### src/rtl/cdb_writeback_arbiter_pkg.sv
// -----------------------------------------------------------------------------
// cdb_writeback_arbiter_pkg
// Shared widths and types for the result write-back path. This package holds
// the data width, the physical register file geometry, the default number of
// CDB requesters, the {tag, data} result packet, and a helper that sizes index
// fields.
// -----------------------------------------------------------------------------
package cdb_writeback_arbiter_pkg;

  localparam int XLEN          = 32;
  localparam int NUM_PHYS_REGS = 64;
  localparam int PREG_W        = $clog2(NUM_PHYS_REGS);
  localparam int NUM_CDB_REQ   = 4;

  // One completed result: destination physical register and its value.
  typedef struct packed {
    logic [PREG_W-1:0] tag;
    logic [XLEN-1:0]   data;
  } cdb_pkt_t;

  // Width of an index that selects one of n items. The result is never zero,
  // so a single-entry index still has one bit.
  function automatic int idx_width(input int n);
    return (n > 1) ? $clog2(n) : 1;
  endfunction

endpackage

### src/rtl/cdb_writeback_arbiter_if.sv
// -----------------------------------------------------------------------------
// cdb_writeback_arbiter_if
// Bundles the functional-unit request side and the PRF / CDB result side of
// the write-back arbiter.
//   flush                       squash all buffered and in-flight results
//   req_valid/req_ready         per-FU handshake
//   req_tag/req_data            per-FU result; slice i belongs to FU i
//   prf_write_*                 PRF data write port
//   prf_status_wr_*             PRF status-valid write port
//   cdb_valid/tag/data/src      broadcast to the reservation stations
//
// Handshake rule: FU i transfers one result on a rising edge where both
// req_valid[i] and req_ready[i] are high. Once an FU raises req_valid[i], it
// keeps the valid signal and its tag/data stable until that transfer happens.
// req_ready[i] does not depend on req_valid[i].
// -----------------------------------------------------------------------------
interface cdb_writeback_arbiter_if #(
  parameter int NUM_REQ = cdb_writeback_arbiter_pkg::NUM_CDB_REQ
);
  import cdb_writeback_arbiter_pkg::*;

  localparam int SRC_W = idx_width(NUM_REQ);

  logic                      flush;
  logic [NUM_REQ-1:0]        req_valid;
  logic [NUM_REQ-1:0]        req_ready;
  logic [NUM_REQ*PREG_W-1:0] req_tag;
  logic [NUM_REQ*XLEN-1:0]   req_data;

  logic                      prf_write_en;
  logic [PREG_W-1:0]         prf_write_addr;
  logic [XLEN-1:0]           prf_write_data;
  logic                      prf_status_wr_en;
  logic [PREG_W-1:0]         prf_status_wr_addr;
  logic                      cdb_valid;
  logic [PREG_W-1:0]         cdb_tag;
  logic [XLEN-1:0]           cdb_data;
  logic [SRC_W-1:0]          cdb_src;

  // Execution-unit / environment side
  modport master (
    output flush, req_valid, req_tag, req_data,
    input  req_ready,
    input  prf_write_en, prf_write_addr, prf_write_data,
    input  prf_status_wr_en, prf_status_wr_addr,
    input  cdb_valid, cdb_tag, cdb_data, cdb_src
  );

  // Arbiter side
  modport slave (
    input  flush, req_valid, req_tag, req_data,
    output req_ready,
    output prf_write_en, prf_write_addr, prf_write_data,
    output prf_status_wr_en, prf_status_wr_addr,
    output cdb_valid, cdb_tag, cdb_data, cdb_src
  );

endinterface

### src/rtl/cdb_writeback_arbiter_rr_arbiter.sv
// -----------------------------------------------------------------------------
// rr_arbiter
// This is a round-robin arbiter for N requesters. It produces at most one grant
// per cycle. The search starts at an internal pointer. After each grant, the
// pointer moves to the slot just past the winner, so the winner has the lowest
// priority on the next search.
//   clk, rst       clock, asynchronous active-high reset (pointer -> 0)
//   req_i          request vector
//   grant_o        one-hot grant (all zero when nothing requests)
//   grant_idx_o    index of the granted requester
//   any_grant_o    a grant was issued this cycle
// -----------------------------------------------------------------------------
module rr_arbiter
  import cdb_writeback_arbiter_pkg::*;
#(
  parameter  int N     = 4,
  localparam int IDX_W = idx_width(N)
) (
  input  logic             clk,
  input  logic             rst,
  input  logic [N-1:0]     req_i,
  output logic [N-1:0]     grant_o,
  output logic [IDX_W-1:0] grant_idx_o,
  output logic             any_grant_o
);

  logic [IDX_W-1:0] ptr_q, ptr_d;

  // The search runs in two passes. The first pass covers the requesters at
  // or above the pointer. The second pass wraps around to the requesters
  // below the pointer. The first hit wins.
  always_comb begin
    grant_o     = '0;
    grant_idx_o = '0;
    any_grant_o = 1'b0;
    for (int i = 0; i < N; i++) begin
      if (!any_grant_o && req_i[i] && (i >= int'(ptr_q))) begin
        grant_o[i]  = 1'b1;
        grant_idx_o = IDX_W'(i);
        any_grant_o = 1'b1;
      end
    end
    for (int i = 0; i < N; i++) begin
      if (!any_grant_o && req_i[i] && (i < int'(ptr_q))) begin
        grant_o[i]  = 1'b1;
        grant_idx_o = IDX_W'(i);
        any_grant_o = 1'b1;
      end
    end
  end

  always_comb begin
    ptr_d = ptr_q;
    if (any_grant_o) begin
      ptr_d = (grant_idx_o == IDX_W'(N - 1)) ? '0 : grant_idx_o + 1'b1;
    end
  end

  always_ff @(posedge clk or posedge rst) begin
    if (rst) begin
      ptr_q <= '0;
    end else begin
      ptr_q <= ptr_d;
    end
  end

endmodule

### src/rtl/cdb_writeback_arbiter.sv
// -----------------------------------------------------------------------------
// cdb_writeback_arbiter
// This block shares the single PRF result write port, its status-valid write,
// and the CDB broadcast among NUM_REQ functional units. Each FU hands its
// result into a one-entry holding buffer. A round-robin arbiter selects one
// buffered result per cycle. The selected result goes through a registered
// output stage.
//   clk, rst   clock, asynchronous active-high reset
//   bus        cdb_writeback_arbiter_if.slave (requests in, PRF/CDB out)
// -----------------------------------------------------------------------------
module cdb_writeback_arbiter
  import cdb_writeback_arbiter_pkg::*;
#(
  parameter int NUM_REQ = NUM_CDB_REQ
) (
  input logic                    clk,
  input logic                    rst,
  cdb_writeback_arbiter_if.slave bus
);

  localparam int SRC_W = idx_width(NUM_REQ);

  // Holding buffers
  logic [NUM_REQ-1:0] buf_v_q, buf_v_d;
  cdb_pkt_t           buf_q [NUM_REQ];
  cdb_pkt_t           buf_d [NUM_REQ];

  // Arbitration
  logic [NUM_REQ-1:0] arb_req;
  logic [NUM_REQ-1:0] grant;
  logic [SRC_W-1:0]   grant_idx;
  logic               any_grant;

  // Handshake
  logic [NUM_REQ-1:0] ready;
  logic [NUM_REQ-1:0] accept;

  // Output stage
  logic               out_v_q, out_v_d;
  cdb_pkt_t           out_pkt_q, out_pkt_d;
  logic [SRC_W-1:0]   out_src_q, out_src_d;

  // Masking the arbiter input during flush prevents a grant in that cycle.
  // This keeps the pointer where it is and leaves the output stage invalid
  // on the next cycle.
  assign arb_req = buf_v_q & {NUM_REQ{~bus.flush}};

  rr_arbiter #(
    .N (NUM_REQ)
  ) u_rr_arbiter (
    .clk         (clk),
    .rst         (rst),
    .req_i       (arb_req),
    .grant_o     (grant),
    .grant_idx_o (grant_idx),
    .any_grant_o (any_grant)
  );

  // A buffer that is granted this cycle can take a new result on the same
  // edge. This lets each FU issue one result per cycle.
  assign ready         = {NUM_REQ{~rst & ~bus.flush}} & (~buf_v_q | grant);
  assign accept        = ready & bus.req_valid;
  assign bus.req_ready = ready;

  // Buffer next state. A refill takes priority over the clear that a grant
  // would otherwise cause. Flush clears every buffer; ready is low during
  // flush, so no refill can happen in that cycle.
  always_comb begin
    buf_v_d = buf_v_q;
    for (int i = 0; i < NUM_REQ; i++) begin
      buf_d[i] = buf_q[i];
      if (accept[i]) begin
        buf_v_d[i]    = 1'b1;
        buf_d[i].tag  = bus.req_tag[i*PREG_W +: PREG_W];
        buf_d[i].data = bus.req_data[i*XLEN +: XLEN];
      end else if (grant[i] || bus.flush) begin
        buf_v_d[i] = 1'b0;
      end
    end
  end

  // Output stage next state. The tag, data and source index keep their last
  // values when nothing is granted; only the valid bit drops.
  always_comb begin
    out_v_d   = any_grant;
    out_pkt_d = out_pkt_q;
    out_src_d = out_src_q;
    if (any_grant) begin
      out_pkt_d = buf_q[grant_idx];
      out_src_d = grant_idx;
    end
  end

  always_ff @(posedge clk or posedge rst) begin
    if (rst) begin
      buf_v_q   <= '0;
      out_v_q   <= 1'b0;
      out_pkt_q <= '0;
      out_src_q <= '0;
      for (int i = 0; i < NUM_REQ; i++) begin
        buf_q[i] <= '0;
      end
    end else begin
      buf_v_q   <= buf_v_d;
      out_v_q   <= out_v_d;
      out_pkt_q <= out_pkt_d;
      out_src_q <= out_src_d;
      for (int i = 0; i < NUM_REQ; i++) begin
        buf_q[i] <= buf_d[i];
      end
    end
  end

  // The PRF data port, the status port and the CDB all carry the same
  // registered result.
  assign bus.prf_write_en       = out_v_q;
  assign bus.prf_write_addr     = out_pkt_q.tag;
  assign bus.prf_write_data     = out_pkt_q.data;
  assign bus.prf_status_wr_en   = out_v_q;
  assign bus.prf_status_wr_addr = out_pkt_q.tag;
  assign bus.cdb_valid          = out_v_q;
  assign bus.cdb_tag            = out_pkt_q.tag;
  assign bus.cdb_data           = out_pkt_q.data;
  assign bus.cdb_src            = out_src_q;

endmodule

### src/flat_wrapper.sv
// flat-port wrapper written by rule: the top's interface ports become plain ports
module cdb_writeback_arbiter_flat import cdb_writeback_arbiter_pkg::*;
#(
  parameter int NUM_REQ = NUM_CDB_REQ
)
  (clk, rst, bus_flush, bus_req_valid, bus_req_tag, bus_req_data, bus_req_ready, bus_prf_write_en, bus_prf_write_addr, bus_prf_write_data, bus_prf_status_wr_en, bus_prf_status_wr_addr, bus_cdb_valid, bus_cdb_tag, bus_cdb_data, bus_cdb_src);
  cdb_writeback_arbiter_if #(.NUM_REQ(NUM_REQ)) bus_i ();
  input logic clk;
  input logic rst;
  input wire logic [$bits(bus_i.flush)-1:0] bus_flush;
  input wire logic [$bits(bus_i.req_valid)-1:0] bus_req_valid;
  input wire logic [$bits(bus_i.req_tag)-1:0] bus_req_tag;
  input wire logic [$bits(bus_i.req_data)-1:0] bus_req_data;
  output wire logic [$bits(bus_i.req_ready)-1:0] bus_req_ready;
  output wire logic [$bits(bus_i.prf_write_en)-1:0] bus_prf_write_en;
  output wire logic [$bits(bus_i.prf_write_addr)-1:0] bus_prf_write_addr;
  output wire logic [$bits(bus_i.prf_write_data)-1:0] bus_prf_write_data;
  output wire logic [$bits(bus_i.prf_status_wr_en)-1:0] bus_prf_status_wr_en;
  output wire logic [$bits(bus_i.prf_status_wr_addr)-1:0] bus_prf_status_wr_addr;
  output wire logic [$bits(bus_i.cdb_valid)-1:0] bus_cdb_valid;
  output wire logic [$bits(bus_i.cdb_tag)-1:0] bus_cdb_tag;
  output wire logic [$bits(bus_i.cdb_data)-1:0] bus_cdb_data;
  output wire logic [$bits(bus_i.cdb_src)-1:0] bus_cdb_src;
  assign bus_i.flush = bus_flush;
  assign bus_i.req_valid = bus_req_valid;
  assign bus_i.req_tag = bus_req_tag;
  assign bus_i.req_data = bus_req_data;
  assign bus_req_ready = bus_i.req_ready;
  assign bus_prf_write_en = bus_i.prf_write_en;
  assign bus_prf_write_addr = bus_i.prf_write_addr;
  assign bus_prf_write_data = bus_i.prf_write_data;
  assign bus_prf_status_wr_en = bus_i.prf_status_wr_en;
  assign bus_prf_status_wr_addr = bus_i.prf_status_wr_addr;
  assign bus_cdb_valid = bus_i.cdb_valid;
  assign bus_cdb_tag = bus_i.cdb_tag;
  assign bus_cdb_data = bus_i.cdb_data;
  assign bus_cdb_src = bus_i.cdb_src;
  cdb_writeback_arbiter #(.NUM_REQ(NUM_REQ)) u_core (.clk(clk), .rst(rst), .bus(bus_i));
endmodule
### config.mk
export PLATFORM = sky130hd
export DESIGN_NAME = cdb_writeback_arbiter_flat
export DESIGN_NICKNAME = d
export VERILOG_FILES = /design/src/rtl/cdb_writeback_arbiter_pkg.sv /design/src/rtl/cdb_writeback_arbiter_if.sv /design/src/rtl/cdb_writeback_arbiter_rr_arbiter.sv /design/src/rtl/cdb_writeback_arbiter.sv /design/src/flat_wrapper.sv
export SDC_FILE = /design/constraint.sdc
export NUM_CORES = 1
export LEC_CHECK = 0
export CAP_MARGIN = 25
export CORE_UTILIZATION = 59
export CTS_CLUSTER_DIAMETER = 60
export DETAILED_ROUTE_END_ITERATION = 7
export DONT_BUFFER_PORTS = 1
export GPL_ROUTABILITY_DRIVEN = 1
export PLACE_DENSITY = 0.85
export SYNTH_ARGS = -nofsm -noshare
export SYNTH_HDL_FRONTEND = slang
export SYNTH_SLANG_ARGS = --single-unit
### constraint.sdc
create_clock -name clk -period 21.7 [get_ports clk]
set_input_delay 4.34 -clock clk [delete_from_list [all_inputs] [get_ports clk]]
set_output_delay 4.34 -clock clk [all_outputs]
set_load 0.01 [all_outputs]
==> results.cfg <==
[status]
status = completed

[grt]
track_usage_pct = 25.9
grt_pass1_wl_um = 31700
grt_pass1_vias = 6111
grt_overflow = 0
grt_max_degree = 120
grt_antenna_before_repair = 0

[route]
drtAntennaViolNets = 0
wire_per_inst_um = 23.6
drt_iter0_drc = 279
vias = 5762
dr.pass1.iters = 4
drcViolationCount = 0
drt-total-wl_um = 20600
viasPerCell = 6.58

[die]
die_y_um = 127
start_util_pct = 60.6
placementRows = 45
coreArea_sq_um = 15200
die-area_sq_um = 16100
die_w_um = 127
io_pins = 250

[sta]
slew_headroom_pct = 29.7
maxSlewViolCount = 0
max_freq_mhz = 105
finalCriticalPeriod_ns = 9.52
hold_viol = 0
rsz0062_at_grt = no
skew_ns = 0.0127
worstMarginPinSlew_ns = 1.05
finalWorstSetupSlack_ns = 12.18
fin_setup_tns_ns = 0
min_period_over_period_pct = 43.9
setup_viol = 0

[finish]
final_common_cell = dfrtp_1
mostFrequentLayoutCells = dfrtp_1, mux2_2, nand2_1
drive_above_1_share_pct = 22.7
final_cells = 876
multi_input_area_sq_um = 3600
nFillCells = 1086
finalNetCount = 835
antenna_cells = 0
regArea_sq_um = 4980
area.growth.synth_to_final_pct = 3.69

[logic_synthesis]
syn-num-nets = 907
netlist.area_leader.share_pct = 54.0
post_synth_inst_count = 747
synth_area_per_cell_sq_um = 12.3
ys_top_cells_by_area = dfrtp_1, mux2_2, mux2_1
synth_area_sq_um = 9220
synth-seq-cells = 199
synth_seq_area_share_pct = 54.0
synth_cell_type_count = 40
yosys_warnings = 0
synth_top_cell_by_area = dfrtp_1

[placement]
portBuffers = 0
dp.cells = 840
gp_congestion = 0.790
place_ws_ns = 12.26
dp_hpwl_um = 13200

[worst_setup_path]
path_cells = o41ai_1 > o21a_1
cpPeakStageDelay_ns = 0.57
critPathLaunchType = input pin
cp_num_buf_inv = 0
crit_arrival_ns = 5.18
required_ns = 17.36
crit_family = compound AO/OA/AOI/OAI gates
worstSetupEndpointType = output port
crit_slowest_cell = o41ai_1
worstSetupPathType = input pin to output port
worst-path-max-fanout = 14

[cts]
postCtsSetupBuffers = 0
clockRootBuffer = clkbuf_16
cts_max_level = 4
insertion_delay_ns = 0.44
numCtsBuffers = 17
clk_path_buf_depth = 2
hold_buffers = 0
clkSlewWorstSetupHoldPaths_ns = 0.06
cts_resized = 0
cts_tree = yes
cts.sinks = 199

[pwr]
p_per_area_nw_per_um2 = 113
p_leak_uw = 0.00433
ir_drop_mv = 0.0695

[flow_run]
maxCapViolCount = 0

[worst_hold_path]
holdCritPathClass = flip-flop to flip-flop
## synth_stat cells
cell type	count
a2bb2oi_1	1
o2111a_1	1
o31a_1	2
clkbuf_1	18
o32a_1	1
o22a_1	1
a211oi_1	39
inv_1	5
a21o_1	40
a21oi_1	5
o2111ai_1	1
inv_2	1
mux2_1	70
or2_1	1
nor2_1	44
nand2b_1	3
o21ai_1	2
mux2_2	83
ha_1	1
nand2_1	85
buf_6	6
o21ai_0	3
a221oi_2	20
buf_4	48
a311oi_1	1
a21oi_2	1
nor3_1	1
and2_1	2
o221ai_1	1
nor3b_1	2
or3_1	1
o21a_1	2
buf_2	29
o41ai_4	1
a221oi_1	18
nand3_1	3
dfrtp_1	199
o31ai_1	1
o211ai_1	3
o41ai_1	1
## sequential cells by signal, indices dropped and copies added, names as in the netlist
register                   count
u_core.bus.cdb_data           32
u_core.buf_v_q                 4
u_core.u_rr_arbiter.ptr_q      2
u_core.bus.cdb_tag             6
u_core.bus.cdb_valid           1
u_core.buf_q                 152
u_core.bus.cdb_src             2
## logic make-up after synthesis
group           Yosys count  share of synthesized area (%)
simple gates            142                           6.11
compound gates          145                           13.8
fa+ha+maj                 1                          0.136
buf+inv                 107                           7.20
mux                     153                           18.7
flops                   199                           54.0
## final timing paths
check                                             start                       to  slack [ns]  depth (start not counted)
setup / recovery                              bus_flush         bus_req_ready[2]       12.18                          2
hold / removal                        u_core.buf_q[107]        u_core.buf_q[107]        0.49                          1
setup reg to reg           u_core.u_rr_arbiter.ptr_q[1]  u_core.bus.cdb_data[13]       18.42                          6
hold reg to reg                       u_core.buf_q[107]        u_core.buf_q[107]        0.49                          1
max in group asynchronous                           rst  u_core.bus.cdb_data[30]       16.66                          3
min in group asynchronous                           rst         u_core.buf_q[54]        3.87                          1
## final cells by class
cell class	instances	share of cell area, %
multi-input combinational	441	37.6
clock buffer	21	4.92
timing repair buffer	10	1.55
tap	188	2.46
clock inverter	11	1.01
inverter	6	0.314
sequential	199	52.1
## through the flow
stage	area (sq um)	utilization [%]	total power [uW]	hold WS [ns]
after floorplan	9220	-	775	0.464
after global placement	8890	58.5	758	0.474
after detailed placement	8890	58.5	777	0.482
after CTS	9450	62.2	1080	0.497
after global routing	9560	62.9	1130	0.509
final	9560	62.9	1080	0.494
## routing by layer
layer	global-route usage, %	wire length [um]
met5	0	0
met4	10.1	414
met3	9.00	1810
met2	43.7	10400
met1	30.4	8040
## where the power goes
group	internal, uW	switching [uW]
Clock	167	137
Sequential	471	124
Combinational	88.6	93.4
Total	727	355
No activity file was read; power rests on OpenSTA's default activity.
